`src/rtl/regfile_dump_reader.sv`:
```
// regfile_dump_reader
//   Walks register addresses 0..NREGS-1 through one combinational regfile read
//   port and streams each (addr, data) pair to a debug/trace sink over a
//   valid/ready handshake. It is meant for use while the core is halted.
//
// Ports
//   clk        clock, all state changes on posedge
//   reset      synchronous, active-high; aborts any dump immediately
//   start      begin a dump (only looked at in IDLE)
//   busy       high while a dump is in progress (READ, SEND, DONE)
//   done       one-cycle pulse after the last pair has been accepted
//   rd_addr    regfile read address (always the current index)
//   rd_data    regfile read data, valid in the same cycle as rd_addr
//   out_valid  out_addr/out_data hold a pair for the sink
//   out_ready  sink accepts the pair when out_valid & out_ready
//   out_addr   register index of the current pair
//   out_data   register contents of the current pair
module regfile_dump_reader #(
  parameter int NREGS = 32,
  parameter int AW    = 6,
  parameter int DW    = 32
) (
  input  logic          clk,
  input  logic          reset,
  input  logic          start,
  output logic          busy,
  output logic          done,
  output logic [AW-1:0] rd_addr,
  input  logic [DW-1:0] rd_data,
  output logic          out_valid,
  input  logic          out_ready,
  output logic [AW-1:0] out_addr,
  output logic [DW-1:0] out_data
);

  localparam logic [AW-1:0] LAST_IDX = AW'(NREGS - 1);

  typedef enum logic [1:0] {
    IDLE = 2'd0,
    READ = 2'd1,
    SEND = 2'd2,
    DONE = 2'd3
  } state_t;

  state_t        state_reg, state_next;
  logic [AW-1:0] idx_reg, idx_next;
  logic [AW-1:0] out_addr_reg, out_addr_next;
  logic [DW-1:0] out_data_reg, out_data_next;

  always_ff @(posedge clk) begin
    if (reset) begin
      state_reg    <= IDLE;
      idx_reg      <= '0;
      out_addr_reg <= '0;
      out_data_reg <= '0;
    end else begin
      state_reg    <= state_next;
      idx_reg      <= idx_next;
      out_addr_reg <= out_addr_next;
      out_data_reg <= out_data_next;
    end
  end

  always_comb begin
    state_next    = state_reg;
    idx_next      = idx_reg;
    out_addr_next = out_addr_reg;
    out_data_next = out_data_reg;
    case (state_reg)
      IDLE: begin
        if (start) begin
          idx_next   = '0;
          state_next = READ;
        end
      end
      READ: begin
        // Snapshot the register now; later regfile writes do not affect the pair.
        out_data_next = rd_data;
        out_addr_next = idx_reg;
        state_next    = SEND;
      end
      SEND: begin
        // Pair is held stable until the sink takes it.
        if (out_ready) begin
          if (idx_reg == LAST_IDX) begin
            state_next = DONE;
          end else begin
            idx_next   = idx_reg + AW'(1);
            state_next = READ;
          end
        end
      end
      DONE: begin
        idx_next   = '0;
        state_next = IDLE;
      end
      default: state_next = IDLE;
    endcase
  end

  assign rd_addr   = idx_reg;
  assign out_addr  = out_addr_reg;
  assign out_data  = out_data_reg;
  assign out_valid = (state_reg == SEND);
  assign busy      = (state_reg != IDLE);
  assign done      = (state_reg == DONE);

endmodule

```
`config.mk`:
```
export PLATFORM = sky130hd
export DESIGN_NAME = regfile_dump_reader
export DESIGN_NICKNAME = d
export VERILOG_FILES = /design/src/rtl/regfile_dump_reader.sv
export SDC_FILE = /design/constraint.sdc
export NUM_CORES = 1
export LEC_CHECK = 0
export CAP_MARGIN = 30
export CORE_UTILIZATION = 30
export CTS_CLUSTER_DIAMETER = 150
export DETAILED_ROUTE_END_ITERATION = 8
export GPL_TIMING_DRIVEN = 0
export PLACE_DENSITY_LB_ADDON = 0.3
export SLEW_MARGIN = 20
export SYNTH_ARGS = -nofsm -noshare
export SYNTH_HDL_FRONTEND = slang
export SYNTH_SLANG_ARGS = --single-unit
```
`constraint.sdc`:
```
create_clock -name clk -period 1.6 [get_ports clk]
set_input_delay 0.4 -clock clk [delete_from_list [all_inputs] [get_ports clk]]
set_output_delay 0.4 -clock clk [all_outputs]
set_load 0.005 [all_outputs]
```
# Word-level counts from Yosys, hierarchy flattened
# Cells that the tools add are included.
[word_totals]
word_cells = 25
out_inout_bits = 47
regBits = 46
[op_classes]
eq_ne = 7
n_mux = 8
reduce_logical = 5
add_sub_neg = 1
[op_table]
columns = ["op", "n"]
rows = [
  ["$mux W6", 3],
  ["$pmux W6 S3", 1],
  ["$pmux W2 S4", 1],
  ["$add A6 B1 Y6 const B", 1],
  ["$eq A6 B5 Y1 const B", 1],
  ["$mux W2", 3],
  ["$eq A2 B2 Y1 const B", 2],
  ["$ne A2 B2 Y1 const B", 2],
  ["$reduce_and A4 Y1", 1],
  ["$reduce_bool A3 Y1", 1],
  ["$eq A2 B1 Y1 const B", 1],
  ["$logic_not A2 Y1", 1],
  ["$ne A2 B1 Y1 const B", 1],
  ["$reduce_and A2 Y1", 1],
  ["$reduce_bool A2 Y1", 1],
]

# Longest topological paths before layout
# Gate-level depths: netlist (run 1).
[depth]
depth_word = 4
depth_mapped = 6

# Worst setup path after synthesis (run 1)
# Ideal clock, no wire load.
[synth_path]
kind = "input-to-reg"
from = "input reset"
to = "register idx_reg[5] (netlist: rd_addr[5])"
path_slack_ns = 0.278
path_stages = 4
t_arrival_ns = 1.248
cell_sequence = "buf_2 or3b_4 a31o_1 a31oi_1"
[synth_lines]
columns = ["element", "line_no", "rtl"]
rows = [
  ["start: declaration", "24", "input logic reset,"],
  ["end signal: assignment", "58", "idx_reg <= idx_next;"],
  ["end: declaration", "46", "logic [AW-1:0] idx_reg, idx_next;"],
]

# Worst setup path after layout (run 1)
[layout_path]
from = "register idx_reg[5] (netlist: rd_addr[5])"
to = "output rd_addr[5]"
[layout_lines]
columns = ["element", "line_no", "rtl"]
rows = [
  ["end: declaration", "28", "output logic [AW-1:0] rd_addr,"],
]
# No word-level cell between the ends.

==> results.cfg, run 1 <==
[clock_tree]
cts_tree = yes
clk_latency_ps = 290
cts_sinks = 46
htree_num_levels = 2
cts_root_buffer = clkbuf_8
clkTransAtPathRegs_ps = 80
clockBufferDepth = 2
postCtsHoldBufs = 0
cts_inserted_buffers = 5

[worst_setup_path]
ff2ff_setup_slack_ps = 120
startpoint_type = flip-flop
worstSetupEndpoint = rd_addr[5]
critPathSlowestCell = clkdlybuf4s50_1
rr_endpoint = rd_addr[2]
startpoint = rd_addr[5]
path_cells = clkdlybuf4s50_1
cpPeakStageDelay_ps = 500
crit_cells = 1
worst-setup-path-type = reg -> out
arrival_ps = 1160
crit_path_end_kind = output pin
path_delay_family = buffers and inverters
cp_max_fo = 6
r2r_cells = 5
critPathBufInv = 1
cp_data_required_time_ps = 1200
r2r-start = rd_addr[3]

[detailed_routing]
drc_errors = 0
viasPerCell = 4.60
wl_met2_mm = 2.12
highest_layer = met4
routedWlPerCell_um = 12.0
drtIter0Drc = 94
wl_mm = 4.59
drt-met1-wl_mm = 2.10
drtAntennaViolNets = 0
drt_pass1_iterations = 4
met3_length_um = 284
vias = 1762

[global_routing]
grt_usage_pct = 14.9
overflow = 0
antenna_found_initial = 0
grt_pass1_vias = 1573
grt_pass1_wl_mm = 7.22
grt_max_degree = 13

[finish]
final_area_um2 = 2820
diodes = 0
syn2layout_area_growth_pct = 59.0
stdcell_count = 383
layout.nets = 349
largest_reg_flops = 32
drive_gt1_share_pct = 11.3

[timing]
relSlewSlack_pct = 64.0
hold_viol = 0
finalMaxSlewViolations = 0
timing.final.crit_share_pct = 97.6
period_minus_slack_ps = 1560
tns_ps = 0
tightest_slew_ps = 539
skew_ps = 2.96
setup_viol = 0
max_freq_mhz = 641

[yosys]
yosysUniqueCellTypes = 33
synth_top_area_share_pct = 51.9
synth_area_um2 = 1770
yosys.area.top_type = dfxtp_1
syn_avg_cell_area_um2 = 8.10
ys_seq_area_share_pct = 51.9
ys_top_cells_by_area = dfxtp_1 52%, nand2_1 17%, a21oi_1 12%
yosysWarnings = 0
syn_nets = 256
postSynthCellCount = 219
synth-seq-cells = 46

[min_path]
worstHoldPathType = in -> reg
holdPathStages = 2

[die]
die_y_um = 78.9
fp.dieArea_um2 = 6230
core_um2 = 5610
top_level_ports = 83
num_rows = 27
start_util_pct = 31.6
fp.dieW_um = 78.9

[place]
gp_routability_congestion = 0.819
place_hpwl_mm = 3.20
placed_area_um2 = 2680
place_inst = 372
io_buffers = 81

[flow_run]
drv_cap = 0

[power_and_ir_drop]
vdd_drop_max_uv = 354
pwr_density_cell_nw_per_um2 = 799
p_leak_nw = 1.04
power.total_mw = 2.25

[status]
status = finished, final reports clean
## per-stage QoR
stage,hold slack (ps),worst slack (ps),utilization (%)
after global placement,441,-224,47.7
after detailed placement,446,-223,47.7
after floorplan,453,278,-
after CTS,394,0.796,49.7
final,404,39.2,50.3
after global routing,407,-2.24,50.3
## cells in the mapped netlist, drive strengths merged
cell type and number:
clkbuf 6, and2 2, dfxtp 46, and2b 1
mux2i 1, nand3 1, a31oi 3, nor2 3
nand4 2, nand2b 2, a211o 2, or3b 1
or2 1, a21oi 42, a211oi 1, a41oi 1
and3 2, nor3 3, a31o 2, inv 3
nand2 80, a32o 1, nor3b 1, a22o 1
ha 1, o21ai 1, buf 9
## report_power, final
group	leakage, nW	internal, mW	switching (mW)
Sequential	0.379	1.18	0.0262
Clock	0.0431	0.333	0.349
Combinational	0.622	0.210	0.151
## how the worst min path moves through the flow
stage                             from            to
after floorplan            out_addr[0]   out_addr[0]
after global placement    out_data[27]  out_data[27]
after detailed placement  out_data[22]  out_data[22]
after CTS                        reset    rd_addr[4]
after global routing             reset    rd_addr[4]
final                            reset    rd_addr[4]
## placed cells by master, fill, tap and decap left out, types with 2 or more instances in the layout
| cell | instances |
|---|---|
| a211o_1 | 2 |
| a21oi_1 | 42 |
| a31oi_1 | 2 |
| and2_1 | 2 |
| buf_2 | 6 |
| buf_4 | 7 |
| buf_6 | 2 |
| clkbuf_1 | 6 |
| clkbuf_8 | 6 |
| clkdlybuf4s50_1 | 77 |
| dfxtp_1 | 39 |
| dfxtp_4 | 6 |
| inv_1 | 2 |
| nand2_1 | 80 |
| nand2b_1 | 2 |
| nand4_1 | 2 |
| nor2_1 | 3 |
| nor3_1 | 3 |
## metal layers
metal,track usage [%],vias up
met5,0,-
met4,6.55,0
met3,3.91,8
met2,23.4,54
met1,19.2,792
li1,-,908
## final cells by class
| class | count | area (µm²) |
|---|---|---|
| Fill cell | 572 | 2790 |
| Sequential cell | 46 | 945 |
| Inverter | 3 | 11.3 |
| Buffer | 15 | 85.1 |
| Tap cell | 72 | 90.1 |
| Multi-Input combinational cell | 155 | 762 |
| Timing Repair Buffer | 86 | 845 |
| Clock buffer | 6 | 82.6 |
## cell families after synthesis
logic type                 count (synthesis)  share of synthesized area [%]
DFF                                       46                           51.9
and+or+nand+nor                           99                           23.6
adders and majority gates                  1                          0.705
AOI/OAI and AO/OA                         54                           18.0
buffers and inverters                     18                           5.22
muxes                                      1                          0.564
## timing repair
action | CTS | global route
endpoints found under the hold margin | 0 | 0
setup endpoints to repair | 8 | 6
gates resized for setup | 19 | 4
setup buffers | 2 | 3
Note: power is estimated with default switching activity, not from simulation.
==> run 2: changes to the inputs <==
- CORE_MARGIN: default -> 3
- CORE_UTILIZATION: 30 -> 40
- GPL_ROUTABILITY_DRIVEN: default -> 1
==> run 2 against run 1 <==
Routed wire length down 2.8%. Flip-flop and latch count unchanged. Hold slack worse by 10 ps. Setup slack better by 2.4 ps. Register-to-register slack better by 70 ps. Maximum frequency up 0.16%. Total power down 0.21%. Count of clock-buffer cells in the layout unchanged. Critical path depth unchanged. Core utilization up 17 points. Largest cell class unchanged. First-iteration DRC count down 47%. Combinational power down 1%.
==> results.cfg, run 2 (synthesis results as in run 1) <==
[worst_setup_path]
startpoint = rd_addr[5]
startpoint_type = flip-flop
rr_endpoint = rd_addr[2]
crit_cells = 1
critPathSlowestCell = clkdlybuf4s50_1
arrival_ps = 1160
path_cells = clkdlybuf4s50_1
r2r-start = rd_addr[3]
r2r_cells = 5
path_delay_family = buffers and inverters
critPathBufInv = 1
worstSetupEndpoint = rd_addr[5]
cp_max_fo = 6
crit_path_end_kind = output pin
ff2ff_setup_slack_ps = 190
cpPeakStageDelay_ps = 500
worst-setup-path-type = reg -> out
cp_data_required_time_ps = 1200

[timing]
relSlewSlack_pct = 69.0
finalMaxSlewViolations = 0
tightest_slew_ps = 464
setup_viol = 0
timing.final.crit_share_pct = 97.4
period_minus_slack_ps = 1560
skew_ps = 5.44
holdWs_ps = 394
layout_setup_ws_ps = 41.6
hold_viol = 0
max_freq_mhz = 642
rsz0062_at_grt = false

[finish]
drive_gt1_share_pct = 11.3
nFillCells = 363
syn2layout_area_growth_pct = 56.8
layout.nets = 347
diodes = 0
final_cell_mix = 80 x nand2_1, 77 x clkdlybuf4s50_1, 42 x a21oi_1
largest_reg_flops = 32
final_common_cell = nand2_1

[clock_tree]
clk_latency_ps = 290
cts_root_buffer = clkbuf_8
htree_num_levels = 2
clkTransAtPathRegs_ps = 80
clockBufferDepth = 2
cts_inserted_buffers = 5
postCtsHoldBufs = 0
cts_sinks = 46
cts_tree = yes

[die]
core_um2 = 4140
fp.dieW_um = 72.6
die_y_um = 72.6
num_rows = 23
start_util_pct = 42.8
fp.dieArea_um2 = 5270
top_level_ports = 83

[power_and_ir_drop]
vdd_drop_max_uv = 498
pwr_density_cell_nw_per_um2 = 808
p_leak_nw = 1.03
power.total_mw = 2.25

[detailed_routing]
vias = 1726
drt_pass1_iterations = 6
drtIter0Drc = 50
routedWlPerCell_um = 12.4
drc_errors = 0
wl_mm = 4.46
drtAntennaViolNets = 0
viasPerCell = 4.78

[global_routing]
antenna_found_initial = 0
grt_pass1_wl_mm = 7.21
overflow = 0
grt_usage_pct = 17.4
grt_pass1_vias = 1670
grt_max_degree = 15

[place]
pre_cts_ws_ps = -209
place_hpwl_mm = 3.23
gp_routability_congestion = 0.818
io_buffers = 81

[status]
status = finished, final reports clean

[flow_run]
drv_cap = 0

[min_path]
worstHoldPathType = in -> reg
holdPathStages = 2
==> run 2: worst min-delay path by stage <==
stage / start / end / slack, ps
floorplan: out_addr[0] / out_addr[0] / 450
global placement: out_data[18] / out_data[18] / 440
detailed placement: out_data[12] / out_data[12] / 450
CTS: reset / rd_addr[4] / 390
global route: reset / rd_addr[4] / 420
finish: reset / rd_addr[4] / 390
==> run 2: report_power, final <==
group / internal [mW] / switching, mW / total [mW]
Sequential: 1.19 / 0.0248 / 1.21
Clock: 0.308 / 0.372 / 0.681
Combinational: 0.208 / 0.149 / 0.357
==> run 2: routing by layer <==
metal  global-route usage [%]  vias to the layer above  wire length, µm
li1                         -                      913                -
met1                     21.1                      741             1960
met2                     29.2                       64             2060
met3                     4.68                        8              384
met4                     6.97                        0               59
met5                        0                        -                0
==> run 2: metrics by stage <==
| stage | util, % | std cells | cell area [µm²] | TNS, ps |
|---|---|---|---|---|
| 6_report | 67.1 | 361 | 2780 | 0 |
| 3_5_place_dp | 63.9 | 350 | 2650 | -852 |
| 3_3_place_gp | 63.9 | 350 | 2650 | -772 |
| 4_1_cts | 66.5 | 359 | 2760 | -53.9 |
| 2_1_floorplan | - | 219 | 1770 | 0 |
| 5_1_grt | 67.1 | 361 | 2780 | 0 |
==> run 2: area by class of cell <==
cell class	count	area [µm²]	share of cell area (%)
Buffer	15	85.1	3.06
Clock buffer	6	72.6	2.61
Clock inverter	2	13.8	0.495
Inverter	3	11.3	0.405
Multi-Input combinational cell	156	774	27.8
Sequential cell	46	941	33.8
Tap cell	50	62.6	2.25
Timing Repair Buffer	83	822	29.5
==> run 2: what timing repair did <==
item / CTS / global route
gates resized for setup: 15 / 6
setup buffers: 1 / 1
endpoints found under the setup margin: 8 / 8
pin swaps: 0 / 0
gates cloned: 0 / 1
==> edit 1 (flow settings as in run 1) <==
The 4 states of `state_t` get a one-hot encoding in 4 bits.
--- a/src/rtl/regfile_dump_reader.sv
+++ b/src/rtl/regfile_dump_reader.sv
@@ -35,11 +35,11 @@
 
   localparam logic [AW-1:0] LAST_IDX = AW'(NREGS - 1);
 
-  typedef enum logic [1:0] {
-    IDLE = 2'd0,
-    READ = 2'd1,
-    SEND = 2'd2,
-    DONE = 2'd3
+  typedef enum logic [3:0] {
+    IDLE = 4'b0001,
+    READ = 4'b0010,
+    SEND = 4'b0100,
+    DONE = 4'b1000
   } state_t;
 
   state_t        state_reg, state_next;
Check against the original RTL: no difference found for any inputs over 10 cycles, from zero or initial values and one cycle with reset high; not proved beyond that.
==> edit 1 against run 1 <==
The run now ends with negative setup slack left; fmax fell by 11%; wire length rose by 21%; sequential cell count rose by 2; power rose by 6.5%; worst hold slack improved by 50 ps; first-iteration DRC count fell by 34%; worst setup slack got worse by 200 ps; combinational power fell by 9.7%; final area rose by 14%; critical path depth rose by 1; synthesized area rose by 4.4%; global-route usage rose by 1.8 points; critical path type unchanged; largest cell class is now buffers; highest routed layer unchanged.
==> edit 1: results <==
export IMPL_relSlewSlack=0.791
export IMPL_fillers=556
export IMPL_skew_ps=7.90
export IMPL_cp_endpoint="busy"
export IMPL_grt_first_pass_wirelength_um=8220
export IMPL_p_per_area_nw_per_um2=746
export IMPL_crit_family="simple AND/OR/NAND/NOR gates"
export IMPL_dp_hpwl_um=3490
export IMPL_pre_cts_slack_ps=-495
export IMPL_grt_total_usage=0.166
export IMPL_grt_pass1_vias=1732
export IMPL_finalWorstSetupSlack_ps=-156
export IMPL_worst_r2r_setup_slack_ps=-20
export IMPL_reg2reg_to="rd_addr[1]$_SDFFE_PP0P_"
export IMPL_grt_use_met1=0.211
export IMPL_violations="negative setup slack"
export IMPL_critPathMaxStageDelay_ps=560
export IMPL_routedWlPerCell_um=13.4
export IMPL_seq_area_frac_synth=0.519
export IMPL_setup_violations=6
export IMPL_dp_cells=387
export IMPL_min_to="out_data[7]$_SDFFE_PP0N_"
export IMPL_gp_congestion=0.742
export IMPL_drive_gt1_frac=0.212
export IMPL_via_count=1970
export IMPL_reg2reg_depth=7
export IMPL_crit_fanout=7
export IMPL_hold_path_class="reg -> reg"
export IMPL_startpoint="state_reg[2]$_SDFFE_PP0P_"
export IMPL_ir_worst_vdd_mv=0.417
export IMPL_synthTopCellsByArea="dfxtp_1, nand2_1, a21oi_1, clkbuf_1, a311oi_4"
export IMPL_synthTopCellsByCount="nand2_1, dfxtp_1, a21oi_1"
export IMPL_use_met3=0.0398
export IMPL_netlist_cell_type_count=32
export IMPL_p_leak_nw=1.16
export IMPL_hold_start="out_data[7]$_SDFFE_PP0N_"
export IMPL_met2_usage=0.269
export IMPL_routed_wl_um=5540
export IMPL_p_comb_mw=0.326
export IMPL_status="finished with violations"
export IMPL_io_buffers=82
==> edit 1: area by class of cell <==
type,instances,area (um2),area share
tap,75,93.8,0.0292
buffer,14,98.8,0.0308
multi-input combinational,163,907,0.282
sequential,48,1000,0.311
inverter,5,21.3,0.00662
clock inverter,2,35.0,0.0109
clock buffer,6,72.6,0.0226
timing repair buffer,101,986,0.307
==> edit 1: cells by family (layout without fill, tap and decap cells) <==
family,count (synthesis),count (layout),share of synthesized area
simple gates,102,102,0.238
fa+ha+maj,1,1,0.00676
flops,48,48,0.519
buf+inv,19,128,0.0432
compound gates,60,60,0.193
==> edit 1: through the flow <==
step / setup TNS [ps] / hold slack [ps]
global placement: -16570 / 441
finish: -332 / 455
CTS: -287 / 459
detailed placement: -17940 / 446
floorplan: 0 / 453
global route: -1670 / 475
==> edit 1: layer usage <==
layer / vias to the layer above / part of all wire
met2: 57 / 0.50
met1: 923 / 0.44
li1: 986 / -
met5: - / 0
met4: 0 / 0.013
met3: 4 / 0.050
==> edit 2 (settings of run 1) <==
Without the edit above. Set the parameter `NREGS` to 24 (it was 32).
--- a/src/rtl/regfile_dump_reader.sv
+++ b/src/rtl/regfile_dump_reader.sv
@@ -16,7 +16,7 @@
 //   out_addr   register index of the current pair
 //   out_data   register contents of the current pair
 module regfile_dump_reader #(
-  parameter int NREGS = 32,
+  parameter int NREGS = 24,
   parameter int AW    = 6,
   parameter int DW    = 32
 ) (
Behaviour: no difference found for any inputs over 10 cycles, from zero or initial values and one cycle with reset high; that may be too few to reach the edited logic, so the function may still have changed.
==> edit 2 against run 1 <==
Worst setup slack got worse by 10 ps; power is 1.4% lower; wire length about the same; non-clock buffer count increased by 1; sequential cell count did not move; first-iteration DRC count decreased by 41%; clock power down 4.3%; final area fell by 0.98%; synthesized area fell by 3.0%; sequential power about the same; combinational power barely moved; critical path type unchanged.
==> edit 2: results <==
export IMPL_status="finished, final reports clean"
export IMPL_netlist_cell_type_count=27
export IMPL_met2_usage=0.273
export IMPL_seq_area_frac_synth=0.535
export IMPL_initialDrtViolationCount=55
export IMPL_p_leak_nw=1.01
export IMPL_via_count=1778
export IMPL_synthTopCellsByArea="dfxtp_1, nand2_1, a21oi_1, buf_2, clkbuf_1"
export IMPL_drive_gt1_frac=0.102
export IMPL_route_met3_wl_um=263
export IMPL_grt_pass1_vias=1654
export IMPL_routed_wl_um=4590
export IMPL_grt_first_pass_wirelength_um=7600
export IMPL_synthTopCellsByCount="nand2_1, dfxtp_1, a21oi_1"
export IMPL_finalWorstSetupSlack_ps=29.2
export IMPL_place_area_um2=2620
export IMPL_met1_length_um=2040
export IMPL_hold_path_class="reg -> reg"
export IMPL_gp_congestion=0.786
export IMPL_dp_hpwl_um=3200
export IMPL_skew_ps=5.45
export IMPL_final_nets=351
export IMPL_dr_wl_met2_um=2230
export IMPL_grt_use_met1=0.196
export IMPL_relSlewSlack=0.654
-- edit 2: cell count changes after synthesis, moves of 2 or more --
cell / delta
or3_1: +3
a31oi_1: +2
clkbuf_1: +2
a21oi_1: +2
o21ai_0: +3
buf_4: -3
a211o_1: -2
nand3_1: +2
-- edit 2: cells by family after synthesis --
family	count (synthesis)	share of synthesized area
AOI/OAI and AO/OA	55	0.169
adders and majority gates	1	0.00727
buffers and inverters	17	0.0414
DFF	46	0.535
muxes	1	0.00581
and+or+nand+nor	99	0.242
-- edit 2: area by class of cell --
type                            count  area, um2
Multi-Input combinational cell    156        741
Clock buffer                        7       76.3
Timing Repair Buffer               88        861
Sequential cell                    46        945
Fill cell                         531       2710
Tap cell                           72       90.1
Inverter                            3       13.8
Buffer                             14       66.3
-- edit 2: worst paths after layout --
kind	startpoint	to	slack, ps	cells after the start
hold reg to reg	out_data[6]$_SDFFE_PP0N_	out_data[6]$_SDFFE_PP0N_	450	2
setup / recovery	rd_addr[4]$_SDFFE_PP0P_	rd_addr[4]	30	1
setup reg to reg	rd_addr[0]$_SDFFE_PP0P_	rd_addr[3]$_SDFFE_PP0P_	130	5
hold / removal	out_data[6]$_SDFFE_PP0N_	out_data[6]$_SDFFE_PP0N_	450	2
-- edit 2: power by group --
group	internal, mW	total, mW	switching, mW
combinational	0.210	0.361	0.151
sequential	1.18	1.21	0.0256
clock	0.301	0.653	0.352
-- edit 2: timing repair --
| item | 4_1_cts | 5_1_grt |
|---|---|---|
| setup buffers | 6 | 1 |
| resized for setup | 18 | 12 |
| cloned | 0 | 0 |
| setup endpoints to repair | 8 | 24 |
-- edit 2: stage by stage --
step	hold slack (ps)	cells
after floorplan	453	219
after CTS	459	385
after global routing	475	386
final	455	386
after detailed placement	447	372
after global placement	442	372
